### src/rtl/seven_seg_scanner.sv
// seven_seg_scanner: time-multiplexed 6-digit 7-segment driver with per-frame snapshot, slot blanking and leading-zero suppression
module seven_seg_scanner #(
  parameter int SCAN_DIV       = 100000,
  parameter int BLANK_CYC      = 16,
  parameter bit AN_ACTIVE_LOW  = 1'b1,
  parameter bit SEG_ACTIVE_LOW = 1'b1,
  parameter bit BLANK_LZ       = 1'b1
) (
  input  logic       clk,
  input  logic       reset,
  input  logic [3:0] sec_ones,
  input  logic [3:0] sec_tens,
  input  logic [3:0] min_ones,
  input  logic [3:0] min_tens,
  input  logic [3:0] hr_ones,
  input  logic [3:0] hr_tens,
  input  logic       dp_en,
  output logic [6:0] seg,
  output logic       dp,
  output logic [5:0] an
);
  localparam int PW = $clog2(SCAN_DIV);
  localparam logic [PW-1:0] LAST = PW'(SCAN_DIV - 1);
  localparam logic [PW-1:0] BL = PW'(BLANK_CYC);
  localparam logic [9:0][6:0] SEG_LUT = {7'h6F, 7'h7F, 7'h07, 7'h7D, 7'h6D,
                                         7'h66, 7'h4F, 7'h5B, 7'h06, 7'h3F};
  logic [PW-1:0]   r_pre;
  logic [2:0]      r_slot;
  logic [5:0][3:0] r_dig;
  logic            r_dp_en;
  logic            w_last, w_blank, w_lz, w_dp_on;
  logic [3:0]      w_digit;
  logic [6:0]      w_lit, w_seg_on;
  logic [5:0]      w_an_on;
  always_comb begin
    w_last   = r_pre == LAST;
    w_blank  = r_pre < BL;
    w_digit  = r_dig[r_slot];
    w_lit    = w_digit > 4'd9 ? 7'h40 : SEG_LUT[w_digit];
    w_lz     = BLANK_LZ && r_slot == 3'd5 && r_dig[5] == 4'd0;
    w_seg_on = (w_blank || w_lz) ? 7'h00 : w_lit;
    w_dp_on  = !w_blank && r_dp_en && (r_slot == 3'd2 || r_slot == 3'd4);
    w_an_on  = w_blank ? 6'h00 : 6'(1) << r_slot;
  end
  // shadow digits reload only at the very start of a frame, which is always a blanked cycle
  always_ff @(posedge clk) begin
    if (reset) begin
      r_pre   <= '0;
      r_slot  <= '0;
      r_dig   <= '0;
      r_dp_en <= 1'b0;
      an      <= {6{AN_ACTIVE_LOW}};
      seg     <= {7{SEG_ACTIVE_LOW}};
      dp      <= SEG_ACTIVE_LOW;
    end else begin
      r_pre <= w_last ? '0 : r_pre + 1'b1;
      if (w_last) r_slot <= r_slot == 3'd5 ? 3'd0 : r_slot + 3'd1;
      if (r_pre == '0 && r_slot == 3'd0) begin
        r_dig   <= {hr_tens, hr_ones, min_tens, min_ones, sec_tens, sec_ones};
        r_dp_en <= dp_en;
      end
      an  <= w_an_on ^ {6{AN_ACTIVE_LOW}};
      seg <= w_seg_on ^ {7{SEG_ACTIVE_LOW}};
      dp  <= w_dp_on ^ SEG_ACTIVE_LOW;
    end
  end
endmodule

### config.mk
export PLATFORM = sky130hd
export DESIGN_NAME = seven_seg_scanner
export DESIGN_NICKNAME = d
export VERILOG_FILES = /design/src/rtl/seven_seg_scanner.sv
export SDC_FILE = /design/constraint.sdc
export NUM_CORES = 1
export LEC_CHECK = 0
export ABC_AREA = 1
export BUFFER_PORTS_ARGS = -buffer_cell sky130_fd_sc_hd__buf_2
export CAP_MARGIN = 40
export CORE_MARGIN = 2
export CORE_UTILIZATION = 51
export DETAILED_ROUTE_END_ITERATION = 12
export GPL_TIMING_DRIVEN = 0
export PLACE_DENSITY = 0.75
export SYNTH_ARGS = -nofsm -noshare
export SYNTH_HDL_FRONTEND = slang
export SYNTH_SLANG_ARGS = --single-unit
### constraint.sdc
create_clock -name clk -period 1.65 [get_ports clk]
set_input_delay 0.33 -clock clk [delete_from_list [all_inputs] [get_ports clk]]
set_output_delay 0.33 -clock clk [all_outputs]
set_load 0.01 [all_outputs]
* Yosys cells after proc, flatten, opt, wreduce, memory -nomap -nowiden
Memories as Yosys holds them, arrays and structs flattened. Cells that the tools add are included.
Operators by class: eq/ne operators 4, magnitude comparators 4, shift operators 1, reductions and logical operators 11, bitwise logic cells 3, add/subtract/negate cells 2, muxes and demuxes 7
Operators by type and width (number):
- 7-bit two-way mux | 3
- 17-bit by 1-bit adder with 17-bit output (second input constant) | 1
- 17-bit == test (second input constant) | 1
- 17-bit zero test | 1
- 17-bit by 5-bit less-than comparator with 1-bit output (second input constant) | 1
- 4-bit binary-select mux with 3-bit select | 1
- 7-bit inverter | 1
- 3-bit == test (second input constant) | 2
- 6-bit two-way mux | 1
- 6-bit inverter | 1
- 1-bit by 3-bit left shift with 6-bit output (first input constant) | 1
- 4-bit by 5-bit less-than comparator with 1-bit output (second input constant) | 1
- 4-bit greater-than comparator (second input constant) | 1
- 1-bit logical AND | 4
- 4-bit zero test | 1
- 3-bit by 4-bit less-than comparator with 1-bit output (second input constant) | 1
- 4-bit two-way mux | 1
- 3-bit by 1-bit adder with 3-bit output (second input constant) | 1
- 3-bit by 2-bit == test with 1-bit output (second input constant) | 1
- 3-bit zero test | 1
- 3-bit two-way mux | 1
- 1-bit logical OR | 2
- 2-bit OR reduction | 1
- 1-bit zero test | 1
- 1-bit inverter | 1
Word-level totals: word-level logic and storage cells 45, input port bits 27, memories 1, output and inout bits 14, bits in read-only memories 112, register bits 59
Memory list:
- (no name shown) | depth 16, bits a word 7, rd ports 1, clocked after Yosys merged registers in 0, wr ports 0, line 39 | w_lit = w_digit > 4'd9 ? 7'h40 : SEG_LUT[w_digit];

* Logic depth before layout (Yosys ltp)
depth in word-level cells 7, mapped depth 15, depth with buffers taken out 14

* Worst setup path after synthesis
Ideal clock, no wire load.
path type reg2reg, start register r_slot[0], end register seg[5], period minus slack after synthesis 1.708 ns, setup slack -0.058 ns, library setup time 0.058 ns, arrival 1.650 ns, stages on the path, launching flop included 14, data required time 1.592 ns, buffers on the path 1, path through dfxtp_1 -> buf_4 -> nand2_1 -> nor2_1 -> a21oi_1 -> nand2_1 -> inv_1 -> ha_1 -> inv_1 -> nand2_1 -> nand3_1 -> nand2_1 -> and2_4 -> nand2_1
On the way: longest elaborated chain between the ends 7, elaborated cells on any way between the ends 11, those cells by class order compare (1); eq/ne (1); mux (5); bitwise (1); reduce/logical (2); memory (1)
Ends and longest elaborated chain:
- start: declaration | line 28 | logic [2:0] r_slot;
- start signal: assignment | line 57 | if (w_last) r_slot <= r_slot == 3'd5 ? 3'd0 : r_slot + 3'd1;
- 4-bit binary-select mux with 3-bit select | line 38 | w_digit = r_dig[r_slot];
- 4-bit two-way mux (implied by the code) | line 38
- memory 16 x 7 bit
- 7-bit two-way mux (implied by the code) | line 39
- 7-bit two-way mux | line 39
- 7-bit two-way mux * | line 41 | w_seg_on = (w_blank || w_lz) ? 7'h00 : w_lit;
- 7-bit inverter (no line) *
- end signal: assignment | line 53 | seg <= {7{SEG_ACTIVE_LOW}};
- end signal: assignment | line 63 | seg <= w_seg_on ^ {7{SEG_ACTIVE_LOW}};
- end: declaration | line 18 | output logic [6:0] seg,
Mark *: on every way between the ends. The rest lies on a longest branch, timed or not. The select of a mux whose other input is x is not followed. A chain may end at the register's enable or synchronous reset.

* Worst setup path after layout
start register r_slot[0], end register seg[0]
The elaborated chain is that of the path after synthesis.

==> impl_metrics.sql <==
INSERT INTO impl_metrics (metric_group, metric, value, unit) VALUES
('run_status', 'status', 'finished with violations', ''),
('run_status', 'violated_checks', 'setup timing', ''),
('drt', 'dr.first_iter.drc_count', '182', ''),
('timing', 'timing.final.crit_period', '1.81', 'ns'),
('timing', 'worst_hold_margin', '0.249', 'ns'),
('cells_and_area', 'utilization', '67.8', '%'),
('global_routing', 'grt_use_total', '21.9', '%'),
('worst_setup_path', 'timing_worst_setup_path_type', 'register to register', ''),
('worst_setup_path', 'critical_path.n_buffers_inverters', '3', ''),
('placed_design', 'post_dp_cell_area', '3050', 'µm²'),
('min_path', 'worst_hold_stages', '3', ''),
('min_path', 'classification_of_the_worst_slack_hold_path', 'input port to register', ''),
('cells_and_area', 'regArea', '1190', 'µm²'),
('cts', 'cts.root.buffer_cell', 'sky130_fd_sc_hd__clkbuf_8', ''),
('cells_and_area', 'antenna_cells', '0', ''),
('worst_setup_path', 'cp_max_fo', '5', ''),
('worst_setup_path', 'timing.critical_path.mode_cell', 'sky130_fd_sc_hd__nand2_1', ''),
('worst_setup_path', 'slowest_delay', '0.38', 'ns'),
('yosys', 'proportion_of_synthesized_chip_area_in_sequential_cells', '42.9', '%'),
('timing', 'number_of_setup_violations_in_the_final_report', '6', ''),
('timing', 'unrepaired_setup_endpoints_after_global_routing', 'true', ''),
('global_routing', 'first_global_vias', '2395', ''),
('die', 'initial_utilization', '53.2', '%'),
('yosys', 'netlist_area', '2750', 'µm²'),
('drt', 'detail_route.vias_per_cell', '5.06', ''),
('yosys', 'synth.avg_cell_area', '7.17', 'µm²'),
('power', 'max_vdd_drop', '512', 'µV'),
('cts', 'worst_skew_pair.late_latency', '0.34', 'ns'),
('worst_setup_path', 'critical_path.startpoint_type', 'register', ''),
('die', 'placement_rows', '26', ''),
('yosys', 'syn-num-nets', '419', ''),
('worst_setup_path', 'timing.critical_path.slowest_stage_cell', 'sky130_fd_sc_hd__dfxtp_4', ''),
('cells_and_area', 'final_net_count', '479', ''),
('worst_setup_path', 'crit_path_cell_trace', 'buf_8 -> nand2_4 -> nor2_2 -> a21oi_2 -> nand2_1 -> nand2_2 -> nand2_2 -> inv_4 -> ha_4 -> inv_2 -> nand2_1 -> nand3_1 -> nand2_1 -> and2_4 -> nand2_1', ''),
('cts', 'ctsHoldBuffers', '0', ''),
('worst_setup_path', 'r2r.worst_path.cells', '15', ''),
('yosys', 'synth_cell_types', '31', ''),
('worst_setup_path', 'end_kind', 'register', ''),
('global_routing', 'global_route_wire_length_before_repair', '10.4', 'mm'),
('die', 'fp.dieArea', '6000', 'µm²'),
('cells_and_area', 'filler_cell_count', '435', ''),
('die', 'die_h', '77.5', 'µm'),
('die', 'core', '5170', 'µm²'),
('cts', 'worst_setup_hold_path_clk_slew', '0.07', 'ns'),
('run', 'cap_viol_max_count', '0', ''),
('drt', 'wl_per_cell', '12.3', 'µm'),
('timing', 'fmaxAchievable', '554', 'MHz'),
('cells_and_area', 'area_growth', '27.4', '%'),
('global_routing', 'grt-ovfl-total', '0', ''),
('yosys', 'syn-instance-count', '384', ''),
('cts', 'cts.sinks', '59', ''),
('placed_design', 'port_buffers', '40', ''),
('worst_setup_path', 'worstPathRequired', '1.89', 'ns'),
('cts', 'htree_levels', '3', ''),
('timing', 'worst_slew_pin_slew', '0.412', 'ns'),
('timing', 'hold_viol', '0', ''),
('power', 'power_per_cell_area', '920', 'nW/µm²'),
('timing', 'finalWorstSetupSlack', '-0.156', 'ns'),
('drt', 'drtPass1Iterations', '5', ''),
('drt', 'route.final.wire_length', '6.38', 'mm'),
('cells_and_area', 'design_area', '3510', 'µm²'),
('global_routing', 'maximum_number_of_pins_on_one_net_before_global_route_repair', '11', ''),
('die', 'ios', '41', ''),
('yosys', 'synth.ff_latch_count', '59', ''),
('cells_and_area', 'fraction_of_layout_instances_using_a_drive_strength_above_1', '29.2', '%'),
('worst_setup_path', 'r2r_slack', '-0.16', 'ns'),
('timing', 'relSlewSlack', '72.5', '%'),
('placed_design', 'place_congestion', '0.871', ''),
('global_routing', 'grt_antenna_before_repair', '0', ''),
('timing', 'final.setup.tns', '-0.760', 'ns'),
('yosys', 'yosys_warnings', '0', '');
cell usage in the layout (no fill, tap or decap), types with 3 or more instances in the layout:
cell and instances:
sky130_fd_sc_hd__nand2_1 66, sky130_fd_sc_hd__dfxtp_1 55, sky130_fd_sc_hd__inv_1 45, sky130_fd_sc_hd__buf_2 42, sky130_fd_sc_hd__nor2_1 38, sky130_fd_sc_hd__a21oi_1 32
sky130_fd_sc_hd__o21ai_1 25, sky130_fd_sc_hd__nand3_1 16, sky130_fd_sc_hd__nand2_2 15, sky130_fd_sc_hd__nand4_1 14, sky130_fd_sc_hd__clkbuf_8 12, sky130_fd_sc_hd__buf_4 8
sky130_fd_sc_hd__inv_2 6, sky130_fd_sc_hd__o21ai_0 6, sky130_fd_sc_hd__nor2_4 5, sky130_fd_sc_hd__nand2_4 4, sky130_fd_sc_hd__nor2_2 4, sky130_fd_sc_hd__nand3_2 4
sky130_fd_sc_hd__clkbuf_1 4, sky130_fd_sc_hd__ha_1 4, sky130_fd_sc_hd__o21ai_2 3, sky130_fd_sc_hd__a21oi_2 3, sky130_fd_sc_hd__nor3_1 3, sky130_fd_sc_hd__xnor2_1 3
sky130_fd_sc_hd__clkinv_2 3
routing by layer:
metal | GRT usage (%) | vias to the layer above | wire, µm
met2 | 34.3 | 82 | 2980
met1 | 27.5 | 1160 | 2910
met5 | 0 | - | 0
li1 | - | 1364 | -
met3 | 3.84 | 20 | 302
met4 | 15.0 | 0 | 185
cell usage after synthesis, drive strengths merged:
master	count	area, µm²
and2	1	8.76
dfxtp	59	1180
o21ai	34	170
nor2	47	201
xor2	2	17.5
a31oi	1	6.26
nor3b	2	20.0
nand4	14	87.6
or2	1	6.26
clkinv	1	3.75
a21oi	35	179
nor3	5	30.0
nand2	85	339
nand3b	1	7.51
nand3	21	115
ha	8	100
inv	53	199
clkbuf	5	18.8
buf	6	35.0
xnor2	3	26.3
power breakdown:
part	internal, mW	switching [mW]
clock	0.662	0.566
sequential	1.50	0.0408
combinational	0.179	0.277
total	2.34	0.883
stage by stage:
stage	cells	setup WS, ns
6_report	519	-0.156
3_3_place_gp	494	-0.267
2_1_floorplan	384	0.0101
4_1_cts	517	-0.0582
3_5_place_dp	494	-0.292
5_1_grt	519	-0.284
final timing paths:
kind,end,from
worst max-delay path,seg[0]$_SDFF_PP1_,r_slot[0]$_SDFFE_PP0N_
worst min-delay path,r_dig[0]$_SDFFE_PP0P_,sec_ones[0]
worst max register to register,seg[0]$_SDFF_PP1_,r_slot[0]$_SDFFE_PP0N_
worst min register to register,dp$_SDFF_PP1_,r_dp_en$_SDFFE_PP0P_
state kept, by name, indices dropped and copies added (netlist names):
register	cells
seg	7
dp	1
r_slot	3
r_dp_en	1
r_pre	17
r_dig	24
an	6
tightest hold or removal path, cell delays in order:
cell and delay [ns]:
sky130_fd_sc_hd__buf_2 0.07, sky130_fd_sc_hd__o21ai_1 0.05, sky130_fd_sc_hd__a21oi_1 0.09
logic make-up (layout without fill, tap and decap cells):
kind of cell,count (synthesis),after routing,share of synthesized area [%]
simple gates,177,177,29.6
compound gates,70,70,12.9
buf+inv,65,130,9.32
flops,59,59,42.9
fa+ha+maj,8,8,3.64
xor+xnor,5,5,1.59
cell type report:
class,count,share of cell area (%)
clock buffer,12,4.71
timing repair buffer,49,8.21
clock inverter,4,0.678
multi-input combinational,260,41.9
inverter,54,5.92
tap,70,2.50
sequential,59,34.0
buffer,11,2.14
repair_timing:
action,4_1_cts,5_1_grt
gates resized for setup,29,31
gates cloned,1,0
hold endpoints to repair,0,0
buffers inserted,6,2
endpoints found under the setup margin,17,41
pin swaps,6,11
No activity file was read; power rests on OpenSTA's default activity.
